--- src/rtl/uart_pkg.sv ---
// Shared UART constants and helpers used by the receive-side buffering blocks.
package uart_pkg;

   localparam int UART_DATA_W = 8;

   // Index width needed to address a storage array of the given depth.
   function automatic int ptr_w(input int depth);
      return (depth > 1) ? $clog2(depth) : 1;
   endfunction

endpackage

--- src/rtl/uart_sync_fifo.sv ---
// Single-clock show-ahead FIFO; pointers carry one extra MSB so full and empty
// can be told apart when the low bits match. The caller must not push when full
// (unless popping) nor pop when empty.
module uart_sync_fifo
   import uart_pkg::*;
#(
   parameter int DEPTH = 16,
   parameter int WIDTH = UART_DATA_W
) (
   input  logic                     clk,
   input  logic                     resetn,
   input  logic                     i_push,
   input  logic [WIDTH-1:0]         i_wdata,
   input  logic                     i_pop,
   output logic [WIDTH-1:0]         o_rdata,
   output logic                     o_full,
   output logic                     o_empty,
   output logic [ptr_w(DEPTH):0]    o_count
);

   localparam int PW = ptr_w(DEPTH);

   logic [WIDTH-1:0] r_mem [DEPTH];
   logic [PW:0]      r_wr_ptr;
   logic [PW:0]      r_rd_ptr;

   // Pointer update; wrap-around falls out of the natural binary rollover.
   always_ff @(posedge clk or negedge resetn) begin
      if (!resetn) begin
         r_wr_ptr <= {(PW+1){1'b0}};
         r_rd_ptr <= {(PW+1){1'b0}};
      end else begin
         if (i_push) begin
            r_wr_ptr <= r_wr_ptr + {{PW{1'b0}}, 1'b1};
         end
         if (i_pop) begin
            r_rd_ptr <= r_rd_ptr + {{PW{1'b0}}, 1'b1};
         end
      end
   end

   // Storage is left unreset; only the pointers define what is valid.
   always_ff @(posedge clk) begin
      if (i_push) begin
         r_mem[r_wr_ptr[PW-1:0]] <= i_wdata;
      end
   end

   assign o_empty = (r_wr_ptr == r_rd_ptr);
   assign o_full  = (r_wr_ptr[PW] != r_rd_ptr[PW]) &&
                    (r_wr_ptr[PW-1:0] == r_rd_ptr[PW-1:0]);
   assign o_count = r_wr_ptr - r_rd_ptr;
   assign o_rdata = o_empty ? {WIDTH{1'b0}} : r_mem[r_rd_ptr[PW-1:0]];

endmodule

--- src/rtl/uart_rx_buffer.sv ---
// UART receive buffer: one capture per frame from the recv_valid level, FIFO,
// sticky overflow. Build macro UART_RX_BUFFER_BREAK_EN diverts break frames to break_det.
module uart_rx_buffer
   import uart_pkg::*;
#(
   parameter int DEPTH = 16,
   parameter int CW    = $clog2(DEPTH) + 1
) (
   input  logic                    clk,
   input  logic                    resetn,
   input  logic                    recv_valid,
   input  logic [UART_DATA_W-1:0]  recv_data,
   input  logic                    recv_break,
   output logic [UART_DATA_W-1:0]  rd_data,
   output logic                    rd_valid,
   input  logic                    rd_ready,
   output logic [CW-1:0]           count,
   output logic                    overflow,
   input  logic                    clear_overflow,
   output logic                    break_det
);

   logic                    r_v1;
   logic                    r_v2;
   logic                    r_overflow;
   logic                    w_strobe;
   logic                    w_is_break;
   logic                    w_push_req;
   logic                    w_push;
   logic                    w_pop;
   logic                    w_drop;
   logic                    w_full;
   logic                    w_empty;
   logic [UART_DATA_W-1:0]  w_wdata;
   logic [UART_DATA_W-1:0]  w_rdata;
   logic [ptr_w(DEPTH):0]   w_count;

   // Valid history resets high so a frame already underway at reset release is skipped.
   always_ff @(posedge clk or negedge resetn) begin
      if (!resetn) begin
         r_v1 <= 1'b1;
         r_v2 <= 1'b1;
      end else begin
         r_v1 <= recv_valid;
         r_v2 <= r_v1;
      end
   end

   assign w_strobe = recv_valid & r_v1 & ~r_v2;

`ifdef UART_RX_BUFFER_BREAK_EN
   logic r_break_det;

   assign w_is_break = recv_break;

   // One-cycle break pulse, in place of storing the break byte.
   always_ff @(posedge clk or negedge resetn) begin
      if (!resetn) begin
         r_break_det <= 1'b0;
      end else begin
         r_break_det <= w_strobe & recv_break;
      end
   end

   assign break_det = r_break_det;
`else
   assign w_is_break = 1'b0;
   assign break_det  = 1'b0;
`endif

   assign w_wdata    = recv_break ? 8'h00 : recv_data;
   assign w_push_req = w_strobe & ~w_is_break;
   assign w_pop      = rd_ready & ~w_empty;
   assign w_push     = w_push_req & (~w_full | w_pop);
   assign w_drop     = w_push_req & w_full & ~w_pop;

   // A drop in the same cycle as a clear wins so no lost byte goes unreported.
   always_ff @(posedge clk or negedge resetn) begin
      if (!resetn) begin
         r_overflow <= 1'b0;
      end else if (w_drop) begin
         r_overflow <= 1'b1;
      end else if (clear_overflow) begin
         r_overflow <= 1'b0;
      end else begin
         r_overflow <= r_overflow;
      end
   end

   uart_sync_fifo #(
      .DEPTH (DEPTH),
      .WIDTH (UART_DATA_W)
   ) u_fifo (
      .clk     (clk),
      .resetn  (resetn),
      .i_push  (w_push),
      .i_wdata (w_wdata),
      .i_pop   (w_pop),
      .o_rdata (w_rdata),
      .o_full  (w_full),
      .o_empty (w_empty),
      .o_count (w_count)
   );

   assign rd_data  = w_rdata;
   assign rd_valid = ~w_empty;
   assign count    = CW'(w_count);
   assign overflow = r_overflow;

endmodule

--- config.mk ---
export PLATFORM = sky130hd
export DESIGN_NAME = uart_rx_buffer
export DESIGN_NICKNAME = d
export VERILOG_FILES = /design/src/rtl/uart_pkg.sv /design/src/rtl/uart_sync_fifo.sv /design/src/rtl/uart_rx_buffer.sv
export SDC_FILE = /design/constraint.sdc
export NUM_CORES = 1
export LEC_CHECK = 0
export CAP_MARGIN = 10
export CORE_MARGIN = 5
export CORE_UTILIZATION = 59
export CTS_CLUSTER_DIAMETER = 150
export CTS_CLUSTER_SIZE = 10
export DETAILED_ROUTE_END_ITERATION = 8
export GPL_ROUTABILITY_DRIVEN = 1
export HOLD_SLACK_MARGIN = 0.03
export PLACE_DENSITY = 0.82
export SKIP_CTS_REPAIR_TIMING = 1
export SLEW_MARGIN = 10
export SYNTH_ARGS = -nofsm -noshare
export SYNTH_HDL_FRONTEND = slang
export SYNTH_SLANG_ARGS = --single-unit
export TNS_END_PERCENT = 10
--- constraint.sdc ---
create_clock -name clk -period 3.8 [get_ports clk]
set_clock_uncertainty 0.05 [all_clocks]
set_input_delay 0.38 -clock clk [delete_from_list [all_inputs] [get_ports clk]]
set_output_delay 0.38 -clock clk [all_outputs]
set_load 0.05 [all_outputs]
# After elaboration in Yosys (flattened, before gate mapping)
# Memory sizes are Yosys's and may differ from the RTL's.
# Index checks and enable logic that the tools add are counted.
# word_totals
ram_bits,128
out_inout_bits,16
mem_count,1
reg_bits,13
# classes
eq_ne,3
n_reduce_logical,2
mux,6
add_sub_neg,3
bitwise,11
# memory_table
name,depth,word_bits,read_ports,rd_clocked_by_memory_dff,wr,line_no,rtl
u_fifo.r_mem,16,8,1,0,1,uart_sync_fifo.sv:23,logic [WIDTH-1:0] r_mem [DEPTH];
# op_table
cell,n
8-bit 2-to-1 mux,2
5-bit by 1-bit adder with 5-bit output (second input constant),2
1-bit bitwise AND,6
5-bit equality test,1
5-bit subtractor,1
4-bit equality test,1
1-bit 2-to-1 mux,4
1-bit inverter,4
2-bit nonzero test,1
1-bit logical AND,1
1-bit inequality test,1
1-bit bitwise OR,1

# Longest topological paths before layout
# Gate-level depths: netlist of run 1.
# logic_depth
ltp_word,7
depth_mapped,10
ltp_nobuf,7

# Hierarchy
# From an unflattened synthesis of run 1, not the netlist that was laid out.
# hier_totals
cells_unflattened,305
hier_area_um2,5798.1
# modules_own_cells
mod,area_each_um2,instances,cells_per_inst
uart_sync_fifo,5600.4,1,285
uart_rx_buffer,197.7,1,20

# Worst setup path before layout of run 1
# No wires, ideal clock.
# synth_path
path_type,reg2out
start,register u_fifo.r_rd_ptr[1]
end,output port rd_data[7]
arrival_ns,3.036
path_stages_with_launch,11
setup_slack_ns,0.334
path_buffers,4
path_cell_list,dfrtp_1 buf_6 buf_12 buf_2 inv_1 ha_1 and4_1 clkbuf_1 nand2_1 o21ai_0 a21oi_1
# synth_via
elab_chain_cells,2
elab_cells_between_ends,3
classes_between,eq/ne: 1; mux: 1; memory: 1
# synth_rtl
element,line_no,rtl
start: declaration,uart_sync_fifo.sv:25,logic [PW:0] r_rd_ptr;
start signal: assignment,uart_sync_fifo.sv:31,r_rd_ptr <= {(PW+1){1'b0}};
start signal: assignment,uart_sync_fifo.sv:37,"r_rd_ptr <= r_rd_ptr + {{PW{1'b0}}, 1'b1};"
memory 16 x 8 bit or 5-bit equality test (tied branches),n/a,
8-bit 2-to-1 mux *,uart_sync_fifo.sv:53,assign o_rdata = o_empty ? {WIDTH{1'b0}} : r_mem[r_rd_ptr[PW-1:0]];
end: declaration,uart_rx_buffer.sv:14,"output logic [UART_DATA_W-1:0] rd_data,"
# Mark *: on every way between the ends. The rest lies on a longest branch, timed or not.

# Final worst setup path of run 1
# Same ends and word-level chain as after synthesis.

==> results of run 1 <==
sequential cells by signal (all words and copies together), names as in the netlist:
signal,count
u_fifo.r_mem,128
u_fifo.r_rd_ptr,5
overflow,1
r_v1,1
u_fifo.r_wr_ptr,5
r_v2,1
power breakdown:
part	total, mW	internal, mW	switching (mW)
Sequential	1.87	1.78	0.0846
Combinational	2.89	1.25	1.64
Clock	1.61	1.01	0.596
Total	6.36	4.04	2.32
worst reg2reg max path, cell delays in order, from the launching register on:
cell     delay [ns]
dfrtp_1        0.54
ha_1           0.35
and4_1         0.27
a31oi_2        0.39
nand2_1        0.20
nor2_1         0.66
layout make-up:
| class | count | area, sq um | area share |
|---|---|---|---|
| sequential | 141 | 4170 | 0.592 |
| multi-input combinational | 146 | 1550 | 0.220 |
| clock buffer | 26 | 563 | 0.0799 |
| timing repair buffer | 46 | 520 | 0.0739 |
| tap | 133 | 166 | 0.0236 |
| clock inverter | 6 | 38.8 | 0.00551 |
| inverter | 10 | 37.5 | 0.00533 |
metrics by stage:
stage | area, sq um | instances | utilization | setup slack, ns | power, mW
after floorplan | 5840 | 312 | - | 0.334 | 3.70
after global placement | 6430 | 475 | 0.661 | 1.19 | 4.74
after detailed placement | 6430 | 475 | 0.661 | 1.05 | 4.77
after CTS | 7030 | 507 | 0.723 | 0.498 | 6.39
after global routing | 7050 | 508 | 0.724 | 0.470 | 6.61
final | 7050 | 508 | 0.724 | 0.555 | 6.36
synthesized netlist by cell type:
library cell,number,share of area
mux4_1,8,0.036
mux2_2,8,0.015
buf_1,1,0.00064
dfstp_2,2,0.0090
edfxtp_1,128,0.66
a21oi_1,11,0.0094
xor2_1,4,0.0060
buf_2,7,0.0060
nand4_1,3,0.0032
nor2_1,13,0.0084
buf_4,1,0.0013
inv_1,9,0.0058
nand2_1,10,0.0064
mux4_2,22,0.085
buf_12,1,0.0034
buf_6,1,0.0019
a311o_1,1,0.0017
nor3_1,4,0.0034
o22ai_1,2,0.0021
fa_1,1,0.0034
nand2b_1,2,0.0021
and4_1,1,0.0015
nor2b_1,8,0.0086
inv_2,1,0.00064
a21o_1,2,0.0026
conb_1,1,0.00064
nand3b_1,1,0.0013
o21ai_1,5,0.0043
mux2i_1,11,0.019
nand3_1,3,0.0026
o21ai_2,1,0.0015
ha_1,9,0.019
dfrtp_1,11,0.047
xnor2_1,9,0.013
o21ai_0,4,0.0034
clkbuf_1,4,0.0026
or3_1,1,0.0011
a31oi_2,1,0.0021
logic make-up (layout without fill, tap and decap cells):
| family | Yosys count | count (layout) | synth area share |
|---|---|---|---|
| DFF | 141 | 141 | 0.714 |
| muxes | 49 | 49 | 0.155 |
| and+or+nand+nor | 46 | 46 | 0.0386 |
| AOI/OAI and AO/OA | 27 | 27 | 0.0272 |
| buffers and inverters | 25 | 88 | 0.0223 |
| xor gates and xnor gates | 13 | 13 | 0.0195 |
| adders and majority gates | 10 | 10 | 0.0227 |
| other | 1 | 1 | 0.000642 |
how the worst max path moves through the flow:
stage,from,endpoint,slack [ns],cells after the start
CTS,u_fifo.r_rd_ptr[1],rd_data[7],0.50,6
global route,u_fifo.r_rd_ptr[1],rd_data[7],0.47,6
finish,u_fifo.r_rd_ptr[1],rd_data[7],0.56,6
floorplan,u_fifo.r_rd_ptr[1],rd_data[7],0.33,10
detailed placement,u_fifo.r_wr_ptr[2],u_fifo.r_mem[8][0],1.05,5
global placement,u_fifo.r_rd_ptr[1],rd_data[7],1.19,6
layer usage:
metal | vias to the layer above | track usage
li1 | 1331 | -
met1 | 1550 | 0.314
met2 | 185 | 0.349
met3 | 28 | 0.0681
met4 | 0 | 0.0864
met5 | - | 0
==> impl_metrics.json, run 1 <==
{
  "outcome": "finished, final reports clean",
  "start_util": 0.600,
  "clk_latency_ns": 0.52,
  "wl_met3_microns": 992,
  "layout_commonest_cell": "edfxtp_1",
  "synthesis.area_sq_mm": 0.00584,
  "yosysWarnings": 0,
  "num_vias": 3094,
  "fmax_mhz": 308,
  "globalRouteOverflowTotal": 0,
  "grt_max_degree": 37,
  "path_class": "reg -> out",
  "worst_pin_slew_ns": 1.23,
  "grt_pass1_wl_microns": 18900,
  "cts_num_sinks": 141,
  "yosysUniqueCellTypes": 38,
  "htreeDepth": 4,
  "die_h_microns": 110,
  "n_antenna_cell": 0,
  "fp.dieW_microns": 110,
  "root_buffer": "clkbuf_8",
  "wl_met2_microns": 5940,
  "cpPeakStageDelay_ns": 0.67,
  "drt_pass1_iterations": 7,
  "clockBufferDepth": 2,
  "critPathCaptureType": "output pin",
  "crit_family": "multiplexers",
  "mostFrequentLayoutCells": "128 x edfxtp_1, 22 x mux4_2, 20 x clkbuf_16, 20 x buf_4, 15 x clkdlybuf4s50_1",
  "fillers": 592,
  "wirelength_microns": 12300,
  "avgSynthCellArea_sq_um": 18.7,
  "wl_per_cell_microns": 24.1,
  "regToRegStartpoint": "u_fifo.r_wr_ptr[2]",
  "first_global_vias": 3206,
  "drive_above_1_share": 0.264,
  "yosysSeqAreaShare": 0.714,
  "cap_violations": 0,
  "tns_ns": 0,
  "io_buffers": 28,
  "crit_chain": "buf_4 -> mux4_1 -> mux2_2 -> o21ai_0 -> a21oi_1 -> buf_12",
  "vdd_drop_max_v": 0.00106,
  "final_nets": 386,
  "crit_buf_inv": 2,
  "synth_seq_cells": 141,
  "power.density_mw_per_mm2": 903,
  "crit_fanout": 36,
  "antenna_found_initial": 0,
  "timing.hold.ws_ns": 0.180,
  "relSlewSlack": 0.179,
  "numCtsBuffers": 17,
  "met1Wirelength_microns": 5030,
  "grt_usage": 0.228,
  "ant_nets": 0,
  "area_growth_syn_to_layout_pct": 20.6,
  "required_ns": 3.37,
  "rr_worst_depth": 5,
  "cts_tree": "built",
  "synthCells": 312,
  "core_sq_mm": 0.00973,
  "hold_viol": 0,
  "viasPerCell": 6.09,
  "r2r_setup_slack_ns": 0.96,
  "worst_ep_arrival_time_ns": 2.81,
  "fin_crit_sh": 0.854,
  "hp-class": "in -> async",
  "finalMaxSlewViolations": 0,
  "startpoint_type": "register",
  "finalCriticalPeriod_ns": 3.24,
  "drc_errors": 0,
  "r2r-end": "u_fifo.r_mem[8][6]",
  "path_clk_slew_ns": 0.06,
  "cp_slowest_cell": "mux4_1",
  "synth_nets": 336,
  "rsz0062_at_grt": "no",
  "num_rows": 36,
  "dr.max_layer_used": "met4",
  "hpwl_microns": 7650,
  "setup_viol": 0,
  "first_iter_violations": 366,
  "num_io_pins": 30,
  "power_leakage_nw": 2.50,
  "gp_congestion": 0.906,
  "dieArea_sq_mm": 0.0120
}
No activity file was read; power rests on OpenSTA's default activity.
==> inputs of run 2 (changes only) <==
Settings changed: PLACE_DENSITY 0.82 to 0.88.
==> run 2 against run 1 <==
Net effect:
- core utilization is 1.4 points lower
- worst setup slack improved by 0.099 ns
- clock-buffer cell count decreased by 6
- non-clock buffer count down 5
- highest routed layer unchanged
==> impl_metrics.json, run 2 (synthesis gave the netlist of run 1 again) <==
{
  "outcome": "finished, final reports clean",
  "wirelength_microns": 11600,
  "n_antenna_cell": 0,
  "die_h_microns": 110,
  "dieArea_sq_mm": 0.0120,
  "r2r-end": "u_fifo.r_mem[12][6]",
  "path_class": "reg -> out",
  "relSlewSlack": 0.265,
  "root_buffer": "clkbuf_8",
  "r2r_setup_slack_ns": 0.96,
  "setup_viol": 0,
  "globalRouteOverflowTotal": 0,
  "cp_slowest_cell": "mux4_1",
  "num_vias": 3013,
  "rsz0062_at_grt": "no",
  "clockBufferDepth": 2,
  "netSwitchingPower_mw": 2.27,
  "hp-class": "in -> async",
  "grt_pass1_wl_microns": 18200,
  "grt_usage": 0.218,
  "power_leakage_nw": 2.41,
  "cts_tree": "built",
  "num_io_pins": 30,
  "crit_chain": "buf_4 -> mux4_1 -> mux2_2 -> o21ai_1 -> a21oi_1 -> buf_12",
  "finalMaxSlewViolations": 0,
  "first_iter_violations": 388,
  "worst_ep_arrival_time_ns": 2.72,
  "gp_congestion": 0.858,
  "met1Wirelength_microns": 4820,
  "drc_errors": 0,
  "startpoint_type": "register",
  "wl_met2_microns": 5720,
  "vdd_drop_max_v": 0.00121,
  "power_frac_clock": 0.232,
  "area_growth_syn_to_layout_pct": 18.2,
  "cap_violations": 0,
  "fin_crit_sh": 0.828,
  "wl_per_cell_microns": 23.1,
  "layout_commonest_cell": "edfxtp_1",
  "regToRegStartpoint": "u_fifo.r_rd_ptr[3]",
  "numCtsBuffers": 17,
  "cpPeakStageDelay_ns": 0.61,
  "clk_latency_ns": 0.52,
  "largest_reg_flops": 128,
  "antenna_found_initial": 0,
  "htreeDepth": 4,
  "viasPerCell": 5.99,
  "place_inst": 471,
  "mostFrequentLayoutCells": "128 x edfxtp_1, 22 x mux4_2, 16 x clkbuf_16, 16 x clkdlybuf4s50_1, 14 x buf_4",
  "p_seq_frac": 0.303,
  "path_clk_slew_ns": 0.06,
  "crit_family": "multiplexers",
  "ant_nets": 0,
  "final_nets": 381,
  "critPathCaptureType": "output pin",
  "required_ns": 3.37,
  "num_rows": 36,
  "p_sw_frac": 0.369,
  "power.density_mw_per_mm2": 890,
  "start_util": 0.600,
  "wl_met3_microns": 830,
  "rr_worst_depth": 6,
  "io_buffers": 28,
  "stdcell_count": 503,
  "drive_above_1_share": 0.222,
  "crit_fanout": 36,
  "fillers": 613,
  "drt_pass1_iterations": 5,
  "worst_pin_slew_ns": 1.10,
  "core_sq_mm": 0.00973,
  "p_int_mw": 3.88,
  "hpwl_microns": 7110,
  "crit_buf_inv": 2,
  "fp.dieW_microns": 110,
  "dr.max_layer_used": "met4",
  "fmax_mhz": 318,
  "combPwrFrac": 0.465,
  "finalCriticalPeriod_ns": 3.15,
  "hold_viol": 0,
  "first_global_vias": 3174,
  "cts_num_sinks": 141,
  "tns_ns": 0,
  "grt_max_degree": 37
}
==> run 2: changes by cell type in the layout (fill, tap and decap cells not counted), moves of 2 or more <==
cell / change
nor2b_2: -3
inv_4: -2
clkbuf_8: -3
nor2b_1: +3
clkinv_1: +7
clkbuf_16: -4
buf_4: -6
==> run 2: routing by layer <==
metal  vias to the layer above  GRT usage
li1                       1319          -
met1                      1533      0.292
met2                       140      0.342
met3                        21     0.0581
met4                         0     0.0899
met5                         -          0
==> run 2: power groups by stage <==
stage,clock (mW),sequential (mW),combinational [mW]
after floorplan,0,1.86,1.84
after global placement,0,1.88,2.81
after detailed placement,0,1.89,2.86
after CTS,1.44,1.86,2.88
after global routing,1.52,1.87,3.02
final,1.43,1.86,2.85
==> run 2: cell type report <==
type                    instances  area, sq um  share of cell area
repair buffers                 41          485              0.0703
clock inverters                12         78.8              0.0114
clock buffers                  20          425              0.0616
multi-input cells             146         1540               0.223
well taps                     133          166              0.0241
inverters                      10         37.5             0.00544
flip-flops and latches        141         4170               0.604
==> run 2: worst max-delay path by stage <==
stage                                  start                  end  slack, ns  cells after the start
after floorplan           u_fifo.r_rd_ptr[1]           rd_data[7]       0.33                     10
after global placement    u_fifo.r_rd_ptr[3]   u_fifo.r_mem[7][7]       1.11                      5
after detailed placement  u_fifo.r_rd_ptr[3]  u_fifo.r_mem[12][2]       1.01                      6
after CTS                 u_fifo.r_rd_ptr[1]           rd_data[0]       0.62                      6
after global routing      u_fifo.r_rd_ptr[1]           rd_data[0]       0.48                      6
final                     u_fifo.r_rd_ptr[1]           rd_data[0]       0.65                      6
==> run 2: worst reg2reg max path, cell delays in order, from the launching register on <==
cell and delay [ns]:
dfrtp_1 0.39, inv_2 0.23, ha_1 0.33, and4_1 0.23, a31oi_2 0.38, nand2_1 0.19, nor2_1 0.66
==> run 2: per-stage QoR <==
step           total power [mW]  cell area [sq um]  hold slack [ns]  worst slack, ns  utilization
6_report                   6.15               6910            0.182            0.654        0.710
3_3_place_gp               4.69               6400            0.309             1.11        0.658
4_1_cts                    6.19               6910            0.185            0.620        0.710
2_1_floorplan              3.70               5840           0.0344            0.334            -
5_1_grt                    6.41               6910            0.223            0.476        0.710
3_5_place_dp               4.75               6400            0.309             1.01        0.658
